[src/rtl/next_pc.sv]
// next_pc -- next-program-counter selector for the MIPS pipeline front end.
//
// Chooses between the sequential, branch, jump and register targets using
// PC_mux. It also flags a redirect (any non-sequential source) and a
// misaligned target (bits [1:0] not zero).
//
// Build option: define NEXTPC_REG_OUT_EN to register the three outputs. The
// registered build has one cycle of latency and synchronous reset values of
// 0x00003000/0/0. By default the outputs are combinational, and clk/reset
// are present but unused.

module next_pc (
  input  logic        clk,
  input  logic        reset,
  input  logic [31:0] oldPC,
  input  logic [31:0] imm32,
  input  logic [25:0] addr26,
  input  logic [31:0] ra32,
  input  logic [1:0]  PC_mux,
  output logic [31:0] newPC,
  output logic        redirect,
  output logic        misaligned
);

  localparam logic [1:0]  SEL_SEQ    = 2'b00;
  localparam logic [1:0]  SEL_BRANCH = 2'b01;
  localparam logic [1:0]  SEL_JUMP   = 2'b10;
  localparam logic [1:0]  SEL_REG    = 2'b11;
  localparam logic [31:0] RESET_PC   = 32'h0000_3000;

  // A target is misaligned when it does not fall on a word boundary.
  function automatic logic word_misaligned(input logic [31:0] addr);
    return (addr[1:0] != 2'b00);
  endfunction

  logic [31:0] seq_target_s;
  logic [31:0] branch_target_s;
  logic [31:0] jump_target_s;
  logic [31:0] sel_target_s;
  logic        sel_redirect_s;
  logic        sel_misaligned_s;

  // The word offset is shifted left by two, so imm32[31:30] fall off the top.
  // They are gathered here so that dropping them is visibly intentional.
  logic        unused_imm_hi_s;
  assign unused_imm_hi_s = ^imm32[31:30];

  // The candidate targets. Every addition wraps modulo 2^32, and the jump
  // target takes its region bits from the delay-slot PC.
  assign seq_target_s    = oldPC + 32'd4;
  assign branch_target_s = oldPC + {imm32[29:0], 2'b00};
  assign jump_target_s   = {oldPC[31:28], addr26, 2'b00};

  // Select the target and derive the status flags from it.
  always_comb begin
    sel_target_s   = seq_target_s;
    sel_redirect_s = 1'b0;
    case (PC_mux)
      SEL_SEQ: begin
        sel_target_s   = seq_target_s;
        sel_redirect_s = 1'b0;
      end
      SEL_BRANCH: begin
        sel_target_s   = branch_target_s;
        sel_redirect_s = 1'b1;
      end
      SEL_JUMP: begin
        sel_target_s   = jump_target_s;
        sel_redirect_s = 1'b1;
      end
      SEL_REG: begin
        sel_target_s   = ra32;
        sel_redirect_s = 1'b1;
      end
      default: begin
        sel_target_s   = seq_target_s;
        sel_redirect_s = 1'b0;
      end
    endcase
    sel_misaligned_s = word_misaligned(sel_target_s);
  end

`ifdef NEXTPC_REG_OUT_EN
  logic [31:0] new_pc_r;
  logic        redirect_r;
  logic        misaligned_r;

  // Output register. Reset discards whatever selection is pending.
  always_ff @(posedge clk) begin
    if (reset) begin
      new_pc_r     <= RESET_PC;
      redirect_r   <= 1'b0;
      misaligned_r <= 1'b0;
    end else begin
      new_pc_r     <= sel_target_s;
      redirect_r   <= sel_redirect_s;
      misaligned_r <= sel_misaligned_s;
    end
  end

  assign newPC      = new_pc_r;
  assign redirect   = redirect_r;
  assign misaligned = misaligned_r;
`else
  // The combinational build ignores clk and reset; they stay as ports so
  // both builds share one interface.
  logic unused_clk_rst_s;
  assign unused_clk_rst_s = clk ^ reset ^ (RESET_PC[0]);

  assign newPC      = sel_target_s;
  assign redirect   = sel_redirect_s;
  assign misaligned = sel_misaligned_s;
`endif

endmodule

[config.mk]
export PLATFORM = sky130hd
export DESIGN_NAME = next_pc
export DESIGN_NICKNAME = d
export VERILOG_FILES = /design/src/rtl/next_pc.sv
export SDC_FILE = /design/constraint.sdc
export NUM_CORES = 1
export LEC_CHECK = 0
export CORE_MARGIN = 5
export CORE_UTILIZATION = 39
export DETAILED_ROUTE_END_ITERATION = 6
export PLACE_DENSITY = 0.85
export SYNTH_ARGS = -nofsm -noshare
export SYNTH_HDL_FRONTEND = slang
export SYNTH_SLANG_ARGS = --single-unit
[constraint.sdc]
create_clock -name vclk -period 5.4
set_input_delay 1.08 -clock vclk [all_inputs]
set_output_delay 1.08 -clock vclk [all_outputs]
set_load 0.05 [all_outputs]
==> metrics.md <==
| Metric | Value |
|---|---|
| Switching Share | 50.81% |
| Yosys warns | 0 |
| Via count | 3199 |
| Fin. Hold Viols | 0 |
| Ports | 160 |
| Final cell count without fillers | roughly 570 |
| Antenna Violating Nets Remaining | 0 |
| DRC Markers | 0 |
| Reg power frac | 0% |
| RSZ-0062 raised after global routing | no |
| VDD IR-drop max | ~0.098 mV |
| Hold path endpoint | newPC[2] |
| Crit. End Element | primary output |
| Top cell type by total area after synthesis | ha_1 |
| Core area | 6277 um^2 |
| Placed Cells | about 570 |
| Number of global-route vias before repair | 3072 |
| Gr ovfl total | 0 |
| HPWL Detailed | 7873 um |
| Setup bufs post-CTS | 0 |
| Critical path class | in2out |
| MaxCap Viol Count | 0 |
| Total leakage power | 0.001955 uW |
| Power Density | 123.5 nW/um^2 |
| Total power | 538.2 uW |
| Critical path arrival | ~4100 ps |
| Seq_cells | 0 |
| FMAX | 0.1941 GHz |
| WL/cell | 16.56 um |
| Initial antenna violation count | 0 |
| Outcome | finished, final reports clean |
| Area Growth Syn to Fin | 74.90% |
| Main area contributors after synthesis | ha_1 15%, mux2i_1 7.6%, a21oi_1 7.0%, and2_1 6.8%, xnor2_1 6.0% |
| Final setup viols | 0 |
| Largest net degree at the start of global routing | 69 |
| WL final | 9488 um |
| Global-route wire length before repair | between 15000 and 20000 um |
| Cell Area, Synth | 2492 um^2 |
| Nets | 654 |
| Register area share after synthesis | 0% |
| DR pass1 iterations | 4 |
| Die H | 89.94 um |
| Post-Route Hold Slack | ~2900 ps |
| Yosys cell types | 59 |
| # rows | 29 |
| Clock buf count | 0 |
| PortBufs | 156 |
| Crit path max fanout | 14 |
| Share of cells above drive strength 1 | 13.10% |
| DR vias/cell | roughly 5.6 |
| Area of the multi-input gates | 2416 um^2 |
| Max_slew headroom | around 56% |
| Pins Over Slew Limit | 0 |
| Most common cell after layout, fill and taps aside | clkdlybuf4s50_1 |
| Worst Tran Pin Value | 658.1 ps |
| Syn Inst Count | 355 |
| Commonest non-fill, non-tap cells in the layout | 124 x clkdlybuf4s50_1, 35 x a21oi_1, 32 x nand2_1 |
| Worst path required time | 4320 ps |
| Die area | 8089 um^2 |
| Fin crit period | 5153 ps |
| Min-Delay Path Depth | 4 |
| Hold Crit Class | in2out |
| Starting Density | 39.70% |
| Synthesized area per cell | 7.021 um^2 |
| Ant diodes | 0 |
| Die W | about 90 um |
| Sw Pwr | 273.5 uW |
| RePlAce Congestion | around 0.88 |
| Initial drt markers | 125 |
| Comb power frac | 100.0% |
| Clock Power Share | 0% |
| Final period util | 95.42% |
| Internal power | 264.7 uW |
| Gr usage total | 21.54% |
| Fillcell total | roughly 550 |
| Post-CTS Hold Buffers | 0 |
| Register area | 0 um^2 |
| Share of the synthesized area in the top cell type | 14.56% |
| Syn Nets | about 510 |
| HP Start | addr26[0] |
| Crit start category | primary input |
## logic make-up after synthesis
| logic type | share of synthesized area (%) |
|---|---|
| AND/OR/NAND/NOR | 26.61 |
| AO/OA/AOI/OAI | 33.69 |
| multiplexers | 12.60 |
| adder cells (fa/ha/maj) | 15.36 |
| buffers and inverters | 4.367 |
| XOR/XNOR | 7.379 |
## layer usage
layer | track usage [%] | routed length, um
met5 | 0 | 0
met4 | 3.846 | 189
met3 | 2.588 | 605
met2 | 39.21 | 4669
met1 | 27.26 | 4023
## power by group through the flow
stage               combinational [uW]  clock (uW)  sequential (uW)
global placement                   526           0                0
finish                             538           0                0
CTS                                538           0                0
global route                       571           0                0
detailed placement                 536           0                0
floorplan                          287           0                0
## final cells by class
type | instances | area share [%]
inverter | 8 | 0.6889
timing repair buffer | 158 | 41.68
multi-input combinational | 330 | 55.42
tap | 77 | 2.210
## stage by stage
step | setup TNS [ps] | worst slack (ps) | cell area [um^2] | util (%)
after floorplan | 0 | 2.153 | 2509 | -
after global placement | 0 | 11.78 | 4345 | 69.22
after detailed placement | -438.5 | -142.1 | 4345 | 69.22
after CTS | 0 | 153.6 | 4350 | 69.30
after global routing | 0 | 44.81 | 4359 | 69.44
final | 0 | 247.4 | 4359 | 69.44
## synthesized netlist by cell type (all sizes together), types with 2 or more instances
library cell and n:
buf 7, xor2 4, nand2 33, nor3 4, nor2 24, inv 8, o21ai 24, and3 5
nand4 4, a31oi 4, xnor2 17, o21a 6, a221oi 2, ha 29, mux2i 19, clkbuf 11
a211oi 3, o21bai 3, a211o 2, a21o 18, or2 5, o31ai 6, nor2b 6, a21oi 36
nand3 8, nand2b 7, and2 27, mux2 11, a311oi 2, nor4 2, o211ai 4
## repair_timing
action | 4_1_cts | 5_1_grt
gates cloned | 0 | 1
setup endpoints to repair | 7 | 6
gates resized for setup | 1 | 0
## how the worst max path moves through the flow
stage	start	end	slack (ps)	cells past startpoint
global placement	PC_mux[1]	newPC[24]	10	13
detailed placement	PC_mux[1]	newPC[31]	-140	13
CTS	PC_mux[1]	newPC[31]	150	13
global route	PC_mux[0]	newPC[30]	40	15
finish	PC_mux[0]	newPC[31]	250	13
floorplan	PC_mux[0]	newPC[20]	2	14
## critical path, cell delays in order
cell	delay (ps)
buf_2	120
nor2b_2	530
and2_1	210
ha_1	270
nand2_1	90
o21ai_0	120
a32oi_1	330
o211ai_4	170
o31ai_4	270
a31oi_2	170
mux2i_1	160
o221ai_1	350
buf_12	190
Note: power is estimated with default switching activity, not from simulation.
